<file path="config.mk">
export PLATFORM = sky130hd
export DESIGN_NAME = mem_stage
export DESIGN_NICKNAME = d
export VERILOG_FILES = /design/src/rtl/mem_pkg.sv /design/src/rtl/mem_stage_timeout_cnt.sv /design/src/rtl/mem_stage.sv
export SDC_FILE = /design/constraint.sdc
export NUM_CORES = 1
export LEC_CHECK = 0
export CAP_MARGIN = 20
export CORE_MARGIN = 1.5
export CORE_UTILIZATION = 41
export CTS_CLUSTER_DIAMETER = 50
export DETAILED_ROUTE_END_ITERATION = 7
export PLACE_DENSITY = 0.9
export SLEW_MARGIN = 40
export SYNTH_ARGS = -nofsm -noshare
export SYNTH_HDL_FRONTEND = slang
export SYNTH_HIERARCHICAL = 1
export SYNTH_SLANG_ARGS = --single-unit
</file>
<file path="constraint.sdc">
create_clock -name clk -period 2.8 [get_ports clk]
set_input_delay 0.42 -clock clk [delete_from_list [all_inputs] [get_ports clk]]
set_output_delay 0.42 -clock clk [all_outputs]
set_load 0.005 [all_outputs]
</file>
<file path="src/rtl/mem_pkg.sv">
// mem_pkg: memory-stage FSM state enum, default access timeout and 32-bit word type
package mem_pkg;
  typedef enum logic [1:0] {IDLE, WAIT, ERR} mem_state_t;
  localparam int TIMEOUT_DEF = 16;
  typedef logic [31:0] word_t;
endpackage

</file>
<file path="src/rtl/mem_stage_timeout_cnt.sv">
// mem_timeout_cnt: saturating wait counter (clk, reset_n, clr, en in; hit out, high on the enabled cycle that brings the count to MAX)
module mem_timeout_cnt #(
  parameter int MAX = 16,
  parameter int W = 8
) (
  input  logic clk,
  input  logic reset_n,
  input  logic clr,
  input  logic en,
  output logic hit
);
  logic [W-1:0] cnt;
  assign hit = en & (cnt == W'(MAX - 1));
  always_ff @(posedge clk or negedge reset_n)
    if (!reset_n) cnt <= '0;
    else if (clr) cnt <= '0;
    else if (en && cnt != W'(MAX)) cnt <= cnt + 1'b1;
endmodule

</file>
<file path="src/rtl/mem_stage.sv">
// mem_stage: E->M register and dmem req/ready FSM with timeout; ports clk, reset_n, E-stage inputs, *M outputs to W, dmem_* handshake, StallM, sticky MemErrM; MEM_STALL_CNT_EN adds StallCntM
module mem_stage import mem_pkg::*; #(
  parameter int TIMEOUT = TIMEOUT_DEF,
  parameter int CNT_W = 8
) (
  input  logic        clk,
  input  logic        reset_n,
  input  logic        ValidE,
  input  logic        PCSrcE,
  input  logic        RegWriteE,
  input  logic        MemtoRegE,
  input  logic        MemWriteE,
  input  logic [3:0]  RdE,
  input  logic [31:0] ALUResultE,
  input  logic [31:0] WriteDataE,
  output logic        StallM,
  output logic        PCSrcM,
  output logic        RegWriteM,
  output logic        MemtoRegM,
  output logic [3:0]  RdM,
  output logic [31:0] ALUResultM,
  output logic [31:0] ReadDataM,
  output logic        dmem_req,
  output logic        dmem_we,
  output logic [31:0] dmem_addr,
  output logic [31:0] dmem_wdata,
  input  logic        dmem_ready,
  input  logic [31:0] dmem_rdata,
`ifdef MEM_STALL_CNT_EN
  output logic [31:0] StallCntM,
`endif
  output logic        MemErrM
);
  mem_state_t state, state_n;
  logic valid_r, pcsrc_r, rw_r, m2r_r, mw_r, memop, cnt_en, hit;
  logic [3:0] rd_r;
  word_t alu_r, wd_r;
  assign memop = valid_r & (m2r_r | mw_r);
  assign dmem_req = memop & (state != ERR);
  assign dmem_we = dmem_req & mw_r;
  assign dmem_addr = alu_r;
  assign dmem_wdata = wd_r;
  assign cnt_en = dmem_req & ~dmem_ready;
  assign StallM = cnt_en | (state == ERR);
  assign RegWriteM = rw_r & valid_r & ~StallM;
  assign PCSrcM = pcsrc_r & valid_r & ~StallM;
  assign MemtoRegM = m2r_r & valid_r & ~StallM;
  assign RdM = rd_r;
  assign ALUResultM = alu_r;
  assign ReadDataM = (dmem_req & dmem_ready) ? dmem_rdata : '0;
  always_comb
    state_n = state == IDLE ? ((memop & ~dmem_ready) ? WAIT : IDLE) :
              state == WAIT ? (dmem_ready ? IDLE : hit ? ERR : WAIT) : IDLE;
  mem_timeout_cnt #(.MAX(TIMEOUT), .W(CNT_W)) u_cnt (
    .clk(clk),
    .reset_n(reset_n),
    .clr(~cnt_en),
    .en(cnt_en),
    .hit(hit)
  );
  // The abandoned access is killed as it leaves ERR so it is not reissued.
  always_ff @(posedge clk or negedge reset_n)
    if (!reset_n) begin
      state <= IDLE;
      valid_r <= 1'b0;
      pcsrc_r <= 1'b0;
      rw_r <= 1'b0;
      m2r_r <= 1'b0;
      mw_r <= 1'b0;
      rd_r <= '0;
      alu_r <= '0;
      wd_r <= '0;
      MemErrM <= 1'b0;
    end else begin
      state <= state_n;
      MemErrM <= MemErrM | (state_n == ERR);
      if (state == ERR) valid_r <= 1'b0;
      else if (!StallM) begin
        valid_r <= ValidE;
        pcsrc_r <= PCSrcE;
        rw_r <= RegWriteE;
        m2r_r <= MemtoRegE;
        mw_r <= MemWriteE;
        rd_r <= RdE;
        alu_r <= ALUResultE;
        wd_r <= WriteDataE;
      end
    end
`ifdef MEM_STALL_CNT_EN
  always_ff @(posedge clk or negedge reset_n)
    if (!reset_n) StallCntM <= '0;
    else if (StallM) StallCntM <= StallCntM + 1'b1;
`endif
endmodule

</file>
==> results of run 1 <==
-- per-layer routing --
metal | routed length [um] | vias to the layer above | track usage
met3 | 477 | 19 | 0.04135
met5 | 0 | - | 0
met1 | 4395 | 1460 | 0.2434
met4 | 165 | 0 | 0.05655
met2 | 5747 | 128 | 0.3623
li1 | - | 1398 | -
-- cells by family after synthesis --
logic type / count (synthesis) / share of synthesized area
buf+inv: 49 / 0.1036
compound gates: 12 / 0.02389
mux: 75 / 0.2640
flops: 84 / 0.5018
xor+xnor: 2 / 0.004182
simple gates: 69 / 0.09647
fa+ha+maj: 2 / 0.005973
-- worst max-delay path: stages (launching register included) --
cell and delay [ns]:
dfrtp_1 0.37, nand2b_1 0.22, and4b_1 0.22, buf_4 0.25, and2_1 0.19, clkdlybuf4s50_1 0.53
-- cells in the mapped netlist --
master	instances	area, um2
dfrtp_1	84	2102
mux2_4	70	1051
and2_1	32	200.2
buf_4	32	240.2
nand2_1	9	33.78
buf_12	8	160.2
nor2_1	6	22.52
a21oi_1	4	20.02
inv_1	4	15.01
clkbuf_1	3	11.26
mux2_1	3	33.78
nand2b_1	3	18.77
nand3_1	3	15.01
nor3_1	3	15.01
nor3b_1	3	22.52
ha_1	2	25.02
nand4_1	2	12.51
o31ai_1	2	15.01
or4_1	2	15.01
xor2_1	2	17.52
a21boi_4	1	18.77
and3_1	1	6.260
and3b_1	1	8.760
and4b_1	1	10.01
buf_1	1	3.750
inv_2	1	3.750
mux2_2	1	11.26
mux2i_1	1	10.01
o21ai_0	1	5.000
o21ai_1	1	5.000
o21ba_4	1	16.27
o41a_1	1	11.26
o41ai_1	1	8.760
or2_1	1	6.260
or3_1	1	6.260
or3_4	1	11.26
-- layout make-up --
type | instances | area, um2 | share of cell area
clock inverter | 4 | 98.84 | 0.01478
tap | 133 | 166.4 | 0.02489
timing repair buffer | 251 | 2516 | 0.3763
inverter | 5 | 18.77 | 0.002807
sequential | 84 | 2102 | 0.3144
clock buffer | 11 | 131.4 | 0.01965
multi-input combinational | 160 | 1653 | 0.2472
-- power breakdown --
part | leakage [nW] | internal [mW] | switching [mW]
logic | 1.85 | 0.650 | 0.260
clock network | 0.114 | 0.591 | 0.416
registers | 1.00 | 1.33 | 0.0879
total | 2.97 | 2.57 | 0.764
-- worst min-delay path by stage --
stage	startpoint	endpoint	slack, ns	cells after the start
CTS	reset_n	dmem_wdata[12]	0.15	1
detailed placement	state[1]	state[0]	0.45	1
finish	reset_n	rw_r	0.11	1
floorplan	reset_n	ALUResultM[0]	0.12	0
global placement	state[1]	state[0]	0.44	1
global route	reset_n	rw_r	0.16	1
-- sequential cells by signal (all words and copies together), names as in the netlist --
register and cells:
mw_r 1, u_cnt/cnt 8, valid_r 1, pcsrc_r 1
RdM 4, dmem_wdata 32, MemErrM 1, ALUResultM 32
state 2, m2r_r 1, rw_r 1
-- through the flow --
stage	std cells	util	cell area (um2)	hold slack (ns)
floorplan	293	-	4189	0.1244
global placement	633	0.6539	6450	0.4439
global route	648	0.6778	6686	0.1627
finish	648	0.6778	6686	0.1076
CTS	648	0.6776	6684	0.1512
detailed placement	633	0.6542	6454	0.4483
==> summary.md, run 1 <==
| Metric | Value |
|---|---|
| Status | `finished, final reports clean` |
| Worst Skew | `0.01631 ns` |
| Syn Inst Count | `293` |
| Critical path launch point | `state[0]` |
| Max Cap Viol | `0` |
| Post-Route WL | `10790 um` |
| CTS Buf Count | `9` |
| Commonest non-fill, non-tap cell in the layout | `clkdlybuf4s50_1` |
| First-pass GRT wire length | `between 15000 and 20000 um` |
| GRT overflow | `0` |
| Vias/cell | `around 4.6` |
| Post-CTS sizing | `0` |
| Max rail drop VDD | `0.3091 mV` |
| Root Driver | `clkbuf_8` |
| Worst-path clk slew | `0.08 ns` |
| Core Rows | `36` |
| Initial antenna violation count | `0` |
| Residual DRC | `0` |
| Core Region | `9864 um2` |
| Layout net count | `621` |
| Pre-CTS setup slack | `between 0.2 and 0.3 ns` |
| Worst-margin pin slew | `0.6591 ns` |
| Commonest cells after routing, fill and taps aside | `clkdlybuf4s50_1, dfrtp_1, mux2_4, and2_1, clkbuf_8` |
| Starting Density | `0.4247` |
| Critical path arrival | `approximately 2.1 ns` |
| Hold-fix buffers, CTS | `0` |
| CTS tree | `built` |
| Slew Viols, Final | `0` |
| Final setup vio count | `0` |
| Fin crit share | `0.9068` |
| Worst setup EP type | `output port` |
| Layout cells sized above 1 | `0.1825` |
| Min Tclk post-route | `2.539 ns` |
| Netlist cell types | `36` |
| Flops & latches, synth | `84` |
| Clk_lat worst skew | `0.34 ns` |
| Mean Syn Cell Area | `14.30 um2` |
| Slew headroom | `0.5606` |
| Synthesized Nets | `403` |
| Full die area | `around 11000 um2` |
| Critical Path End | `ReadDataM[24]` |
| Final hold violations | `0` |
| WS Path Type | `reg -> out` |
| DP HPWL | `8206 um` |
| Setup TNS | `0 ns` |
| Hold Crit Class | `in -> async` |
| ANT cells | `0` |
| Power Dens Cells | `498.3 nW/um2` |
| Post-Syn Area | `4189 um2` |
| IO Pins | `247` |
| Crit path max fanout | `32` |
| CTS sink cnt | `between 80 and 90` |
| Worst setup SP type | `register` |
| Reg2reg start | `m2r_r` |
| RSZ-0062 raised after global routing | `false` |
| H-Tree Depth | `3` |
| Data required time at the worst endpoint | `2.38 ns` |
| Pin count of the biggest net entering global routing | `85` |
| Drt pass-1 iters | `4` |
| Leak Pwr | `about 3 nW` |
| Total setup buffers inserted after CTS | `0` |
| Routed WL per cell | `16.65 um` |
| CTS max path bufs | `2` |
| PnR worst setup slack | `about 0.26 ns` |
| Total power | `3.332 mW` |
| Gpl congestion | `0.7710` |
| DRT antenna net count | `0` |
| Vias in the first global route | `3232` |
| GRT Resource Usage Total | `0.2015` |
| Iter 0 DRT Violations | `68` |
| R2R depth | `4` |
| I/O Buffers | `246` |
| Worst R2R End | `ALUResultM[26]` |
| Fillcell total | `718` |
| Via count | `3005` |
| Register area share after synthesis | `0.5018` |
| Peak Freq | `between 0.3 and 0.4 GHz` |
| Number of synthesis warnings | `6` |
| Synthesis-to-layout area growth | `59.62%` |
| Worst reg2reg setup slack | `0.90 ns` |
| Die height | `~100 um` |
| Die W | `104.1 um` |
Note: power is estimated with default switching activity, not from simulation.
==> inputs of run 2 (changes only) <==
Settings changed: CORE_UTILIZATION 41 to 38, PLACE_DENSITY 0.9 to 0.85.
Clock period 2.8 ns to 2.7 ns, I/O delays scaled along.
==> run 2 against run 1 <==
  * Clock skew is 0.0082 ns lower
  * Design area barely moved
  * First-iteration DRC count grew 99%
  * Worst setup slack got worse by 0.11 ns
  * Via count grew 2.3%
  * Sequential power is 4% higher
  * Combinational power grew 4.3%
  * Die area rose by 7.7%
  * Clock power barely moved
  * Global-route usage shrank 1.4 points
  * Critical endpoint is now ReadDataM[16]
==> summary.md, run 2 (same netlist as run 1, synthesis figures left out) <==
| Metric | Value |
|---|---|
| First-pass GRT wire length | `16620 um (was 17440 um)` |
| Clk_lat worst skew | `0.35 ns (was 0.34 ns)` |
| Max rail drop VDD | `0.2530 mV (was 0.3091 mV)` |
| Hold Crit Class | `in -> async (unchanged)` |
| Worst setup SP type | `register (unchanged)` |
| Clk pwr share | `0.295 (was 0.302)` |
| Core Rows | `38 (was 36)` |
| Slew headroom | `0.6258 (was 0.5606)` |
| Internal | `2.620 mW (was 2.568 mW)` |
| Starting Density | `0.3881 (was 0.4247)` |
| Status | `finished, final reports clean (unchanged)` |
| GRT Resource Usage Total | `0.1878 (was 0.2015)` |
| Slew Viols, Final | `0 (unchanged)` |
| DP HPWL | `8602 um (was 8206 um)` |
| Final hold violations | `0 (unchanged)` |
| Max Cap Viol | `0 (unchanged)` |
| Synthesis-to-layout area growth | `59.71% (was 59.62%)` |
| Commonest cells after routing, fill and taps aside | `clkdlybuf4s50_1, dfrtp_1, mux2_4, and2_1, clkbuf_8 (unchanged)` |
| CTS sink cnt | `84 (unchanged)` |
| Final setup vio count | `0 (unchanged)` |
| Total placed cells including tap cells | `641 (was 633)` |
| Pin count of the biggest net entering global routing | `44 (was 85)` |
| GRT overflow | `0 (unchanged)` |
| DRT antenna net count | `0 (unchanged)` |
| Routed WL per cell | `16.98 um (was 16.65 um)` |
| Data required time at the worst endpoint | `2.30 ns (was 2.38 ns)` |
| Residual DRC | `0 (unchanged)` |
| Worst-margin pin slew | `0.5613 ns (was 0.6591 ns)` |
| Layout cells sized above 1 | `0.1860 (was 0.1825)` |
| Critical path arrival | `2.14 ns (was 2.12 ns)` |
| Area after DPL | `6466 um2 (was 6454 um2)` |
| Via count | `3074 (was 3005)` |
| Worst setup EP type | `output port (unchanged)` |
| I/O Buffers | `246 (unchanged)` |
| Switching portion of total power | `0.2356 (was 0.2294)` |
| Vias in the first global route | `3007 (was 3232)` |
| ANT cells | `0 (unchanged)` |
| Total setup buffers inserted after CTS | `0 (unchanged)` |
| Post-Route WL | `11140 um (was 10790 um)` |
| Design area | `6690 um2 (was 6686 um2)` |
| Worst Skew | `0.008099 ns (was 0.01631 ns)` |
| Commonest non-fill, non-tap cell in the layout | `clkdlybuf4s50_1 (unchanged)` |
| CTS Buf Count | `9 (unchanged)` |
| Pre-CTS setup slack | `0.1924 ns (was 0.2566 ns)` |
| PnR worst setup slack | `0.1546 ns (was 0.2611 ns)` |
| Power Dens Cells | `512.4 nW/um2 (was 498.3 nW/um2)` |
| Die W | `108.0 um (was 104.1 um)` |
| Vias/cell | `4.686 (was 4.637)` |
| Post-CTS sizing | `0 (unchanged)` |
| Root Driver | `clkbuf_8 (unchanged)` |
| Initial antenna violation count | `0 (unchanged)` |
| Full die area | `11660 um2 (was 10830 um2)` |
| Net Sw Power | `0.8078 mW (was 0.7641 mW)` |
| Core Region | `10790 um2 (was 9864 um2)` |
| Gpl congestion | `0.7668 (was 0.7710)` |
| RSZ-0062 raised after global routing | `false (unchanged)` |
| CTS max path bufs | `2 (unchanged)` |
| WS Path Type | `reg -> out (unchanged)` |
| Fin crit share | `0.9427` |
| H-Tree Depth | `3 (unchanged)` |
| Leak Pwr | `2.968 nW (about the same)` |
| Drt pass-1 iters | `7 (was 4)` |
| Crit path max fanout | `32 (unchanged)` |
| Layout net count | `622 (was 621)` |
| Comb power frac | `0.277 (was 0.273)` |
| Hold-fix buffers, CTS | `0 (unchanged)` |
| Min Tclk post-route | `2.545 ns` |
| Peak Freq | `0.3929 GHz` |
| Iter 0 DRT Violations | `135 (was 68)` |
| CTS tree | `built (unchanged)` |
| IO Pins | `247 (unchanged)` |
| Worst-path clk slew | `0.08 ns (about the same)` |
| Die height | `108.0 um (was 104.1 um)` |
| Share of power burned in registers | `0.428 (was 0.425)` |
| Setup TNS | `0 ns (unchanged)` |
| Layout Cells excl Fill | `656 (was 648)` |
==> run 2: critical path: stages (launching register included) <==
cell	delay [ns]
dfrtp_1	0.37
nand2b_1	0.23
and4b_1	0.22
buf_4	0.25
and2_1	0.19
clkdlybuf4s50_1	0.53
==> run 2: path summary, 6_finish.rpt <==
path                           from              to  slack [ns]  cells past startpoint
hold / removal              reset_n  dmem_wdata[15]        0.03                      1
hold reg to reg            state[1]        state[0]        0.46                      1
max in group asynchronous   reset_n  dmem_wdata[16]        2.02                      2
setup / recovery           state[0]   ReadDataM[16]        0.15                      5
min in group clk           state[1]        state[0]        0.46                      1
setup reg to reg              m2r_r  ALUResultM[12]        0.68                      4
==> run 2: routing by layer <==
layer	wire (um)	vias up	GRT usage
met1	4559	1535	0.2386
met5	0	-	0
met2	5722	129	0.3165
li1	-	1394	-
met4	184	0	0.06767
met3	674	16	0.03918
==> run 2: stage by stage <==
step	total power, mW	utilization	hold WS (ns)
2_1_floorplan	1.911	-	0.1094
3_3_place_gp	2.418	0.5991	0.4242
3_5_place_dp	2.444	0.5991	0.4364
4_1_cts	3.467	0.6199	0.04413
5_1_grt	3.588	0.6199	0.06984
6_report	3.428	0.6199	0.02670
==> run 2: area by class of cell <==
| cell class | instances | area [um2] |
|---|---|---|
| fillers | 819 | 4103 |
| flip-flops and latches | 84 | 2102 |
| repair buffers | 252 | 2517 |
| well taps | 140 | 175.2 |
| clock inverters | 3 | 68.82 |
| inverters | 5 | 18.77 |
| clock buffers | 12 | 155.1 |
| multi-input cells | 160 | 1653 |
==> run 2: power groups by stage <==
stage	logic, mW	registers, mW	clock network (mW)
after floorplan	0.428	1.48	0
after global placement	0.937	1.48	0
after detailed placement	0.954	1.49	0
after CTS	0.960	1.47	1.04
after global routing	1.01	1.48	1.09
final	0.949	1.47	1.01
==> inputs of run 3 (changes only) <==
Settings changed: GPL_TIMING_DRIVEN set to 0.
==> run 3 against run 2 <==
  * Critical path depth unchanged
  * Critical endpoint is now ReadDataM[17]
  * Clock-buffer cell count decreased by 3
  * Register-to-register slack improved by 0.11 ns
  * Worst setup slack worse by 0.049 ns
  * Flip-flop and latch count unchanged
  * First-iteration DRC count fell by 31%
  * Hold slack better by 0.43 ns
  * Clock power shrank 18%
==> summary.md, run 3 (same netlist as run 1, synthesis figures left out) <==
| Metric | Value |
|---|---|
| Full die area | `11660 um2 (unchanged)` |
| Die W | `108.0 um (unchanged)` |
| RSZ-0062 raised after global routing | `false (unchanged)` |
| WHS Endpoint | `state[0]` |
| Drt pass-1 iters | `4 (was 7)` |
| Total setup buffers inserted after CTS | `0 (unchanged)` |
| Critical path arrival | `2.19 ns (was 2.14 ns)` |
| Worst hold start | `state[1]` |
| WS Path Type | `reg -> out (unchanged)` |
| Final hold slack | `0.4602 ns (was 0.02670 ns)` |
| First-pass GRT wire length | `16860 um (was 16620 um)` |
| Reg2reg start | `m2r_r (unchanged)` |
| Layout net count | `662 (was 622)` |
| Worst reg2reg setup slack | `0.79 ns (was 0.68 ns)` |
| CTS sink cnt | `84 (unchanged)` |
| Max rail drop VDD | `0.3047 mV (was 0.2530 mV)` |
| Synthesis-to-layout area growth | `68.04% (was 59.71%)` |
| Core Region | `10790 um2 (unchanged)` |
| Worst-path clk slew | `0.09 ns (was 0.08 ns)` |
| Leak Pwr | `3.182 nW (was 2.968 nW)` |
| Crit path max fanout | `10 (was 32)` |
| CTS max path bufs | `2 (unchanged)` |
| Final hold violations | `0 (unchanged)` |
| GRT overflow | `0 (unchanged)` |
| Ordered list of cells on the worst path | `nor2_1 > and4b_1 > clkbuf_2 > and2_1 > clkdlybuf4s50_1 (was nand2b_1 > and4b_1 > buf_4 > and2_1 > clkdlybuf4s50_1)` |
| Core Rows | `38 (unchanged)` |
| Commonest non-fill, non-tap cell in the layout | `clkdlybuf4s50_1 (unchanged)` |
| Slowest CP cell | `clkdlybuf4s50_1 (unchanged)` |
| Pin count of the biggest net entering global routing | `44 (unchanged)` |
| Die height | `108.0 um (unchanged)` |
| Design area | `7039 um2 (was 6690 um2)` |
| ANT cells | `0 (unchanged)` |
| Max stage delay on crit path | `0.52 ns (was 0.53 ns)` |
| Power Dens Cells | `477.4 nW/um2 (was 512.4 nW/um2)` |
| CP top delay family | `buffers and inverters (unchanged)` |
| Worst setup SP type | `register (unchanged)` |
| DRT antenna net count | `0 (unchanged)` |
| Gpl congestion | `0.7731 (was 0.7668)` |
| DP HPWL | `8824 um (was 8602 um)` |
| Routed WL per cell | `16.12 um (was 16.98 um)` |
| Initial antenna violation count | `0 (unchanged)` |
| Residual DRC | `0 (unchanged)` |
| Worst setup EP type | `output port (unchanged)` |
| Data required time at the worst endpoint | `2.30 ns (about the same)` |
| Area after DPL | `6848 um2 (was 6466 um2)` |
| Setup TNS | `0 ns (unchanged)` |
| Peak Freq | `0.3854 GHz (was 0.3929 GHz)` |
| Critical path launch point | `m2r_r (was state[0])` |
| Hold Crit Class | `reg -> reg (was in -> async)` |
| Post-Route WL | `11230 um (was 11140 um)` |
| Worst R2R End | `MemErrM (was ALUResultM[12])` |
| H-Tree Depth | `3 (unchanged)` |
| Starting Density | `0.3881 (unchanged)` |
| Final setup vio count | `0 (unchanged)` |
| Vias in the first global route | `3190 (was 3007)` |
| CTS Buf Count | `9 (unchanged)` |
| Vias/cell | `4.531 (was 4.686)` |
| CTS tree | `built (unchanged)` |
| GRT Resource Usage Total | `0.1855 (was 0.1878)` |
| Slew headroom | `0.7340 (was 0.6258)` |
| Hold Crit Depth | `1` |
| WP buf/inv | `2 (unchanged)` |
| Slew Viols, Final | `0 (unchanged)` |
| Commonest cells after routing, fill and taps aside | `clkdlybuf4s50_1, dfrtp_1, mux2_4, and2_1, buf_4 (was clkdlybuf4s50_1, dfrtp_1, mux2_4, and2_1, clkbuf_8)` |
| Status | `finished, final reports clean (unchanged)` |
| Root Driver | `clkbuf_8 (unchanged)` |
| R2R depth | `8 (was 4)` |
| IO Pins | `247 (unchanged)` |
| Worst Skew | `0.01453 ns (was 0.008099 ns)` |
| Max Cap Viol | `0 (unchanged)` |
| Worst-margin pin slew | `0.3990 ns (was 0.5613 ns)` |
| Via count | `3158 (was 3074)` |
| Clk_lat worst skew | `0.35 ns (about the same)` |
| I/O Buffers | `246 (unchanged)` |
| Iter 0 DRT Violations | `93 (was 135)` |
| Fin crit share | `0.9609 (was 0.9427)` |
| Fillcell total | `790 (was 819)` |
| Total power | `3.361 mW (was 3.428 mW)` |
| Layout cells sized above 1 | `0.2442 (was 0.1860)` |
| Min Tclk post-route | `2.594 ns (was 2.545 ns)` |
run 3: cell count changes in the layout (fill, tap and decap cells not counted), sizes merged:
cell	delta
buf	+36
clkinv	+2
bufinv	-2
dlygate4sd3	+1
inv	+4
run 3: worst reg2reg max path: cells and delay by family, from the launching register on:
family	cells	cell delay (ns)
buffers and inverters	1	0.17
AO/OA/AOI/OAI	1	0.22
AND/OR/NAND/NOR	6	1.00
flip-flops	1	0.47
run 3: layer usage:
layer  vias up  wire length [um]  GRT usage
li1       1488                 -          -
met1      1519              4618     0.2404
met2       130              5630     0.3115
met3        21               762    0.03978
met4         0               223    0.05639
met5         -                 0          0
run 3: stage by stage:
stage / util / std cells / worst slack (ns)
global route: 0.6522 / 697 / 0.001753
detailed placement: 0.6345 / 680 / 0.03975
floorplan: - / 293 / 1.015
finish: 0.6522 / 697 / 0.1056
global placement: 0.6325 / 679 / -1.724
CTS: 0.6519 / 697 / 0.02109
run 3: how the worst max path moves through the flow:
stage	to	slack (ns)	cells after the start
after global placement	ALUResultM[15]	-1.72	1
after detailed placement	ReadDataM[17]	0.04	5
after global routing	ReadDataM[15]	0.002	5
after floorplan	u_cnt/cnt[7]	1.01	6
after CTS	ReadDataM[17]	0.02	5
final	ReadDataM[17]	0.11	5
run 3: layout make-up:
type,instances,area (um2),share of cell area
clock buffer,9,123.9,0.01760
multi-input combinational,160,1653,0.2348
inverter,5,18.77,0.002666
tap,140,175.2,0.02488
sequential,84,2102,0.2986
buffer,44,419.2,0.05954
timing repair buffer,248,2494,0.3542
clock inverter,7,53.80,0.007643
run 3: what timing repair did:
action	in CTS	in global routing
hold buffers	1	0
endpoints found under the setup margin	0	30
endpoints found under the hold margin	41	0
gates resized for setup	0	6
run 3: power by group:
part	internal [mW]	switching (mW)
clock	0.348	0.485
combinational	0.767	0.293
sequential	1.38	0.0914
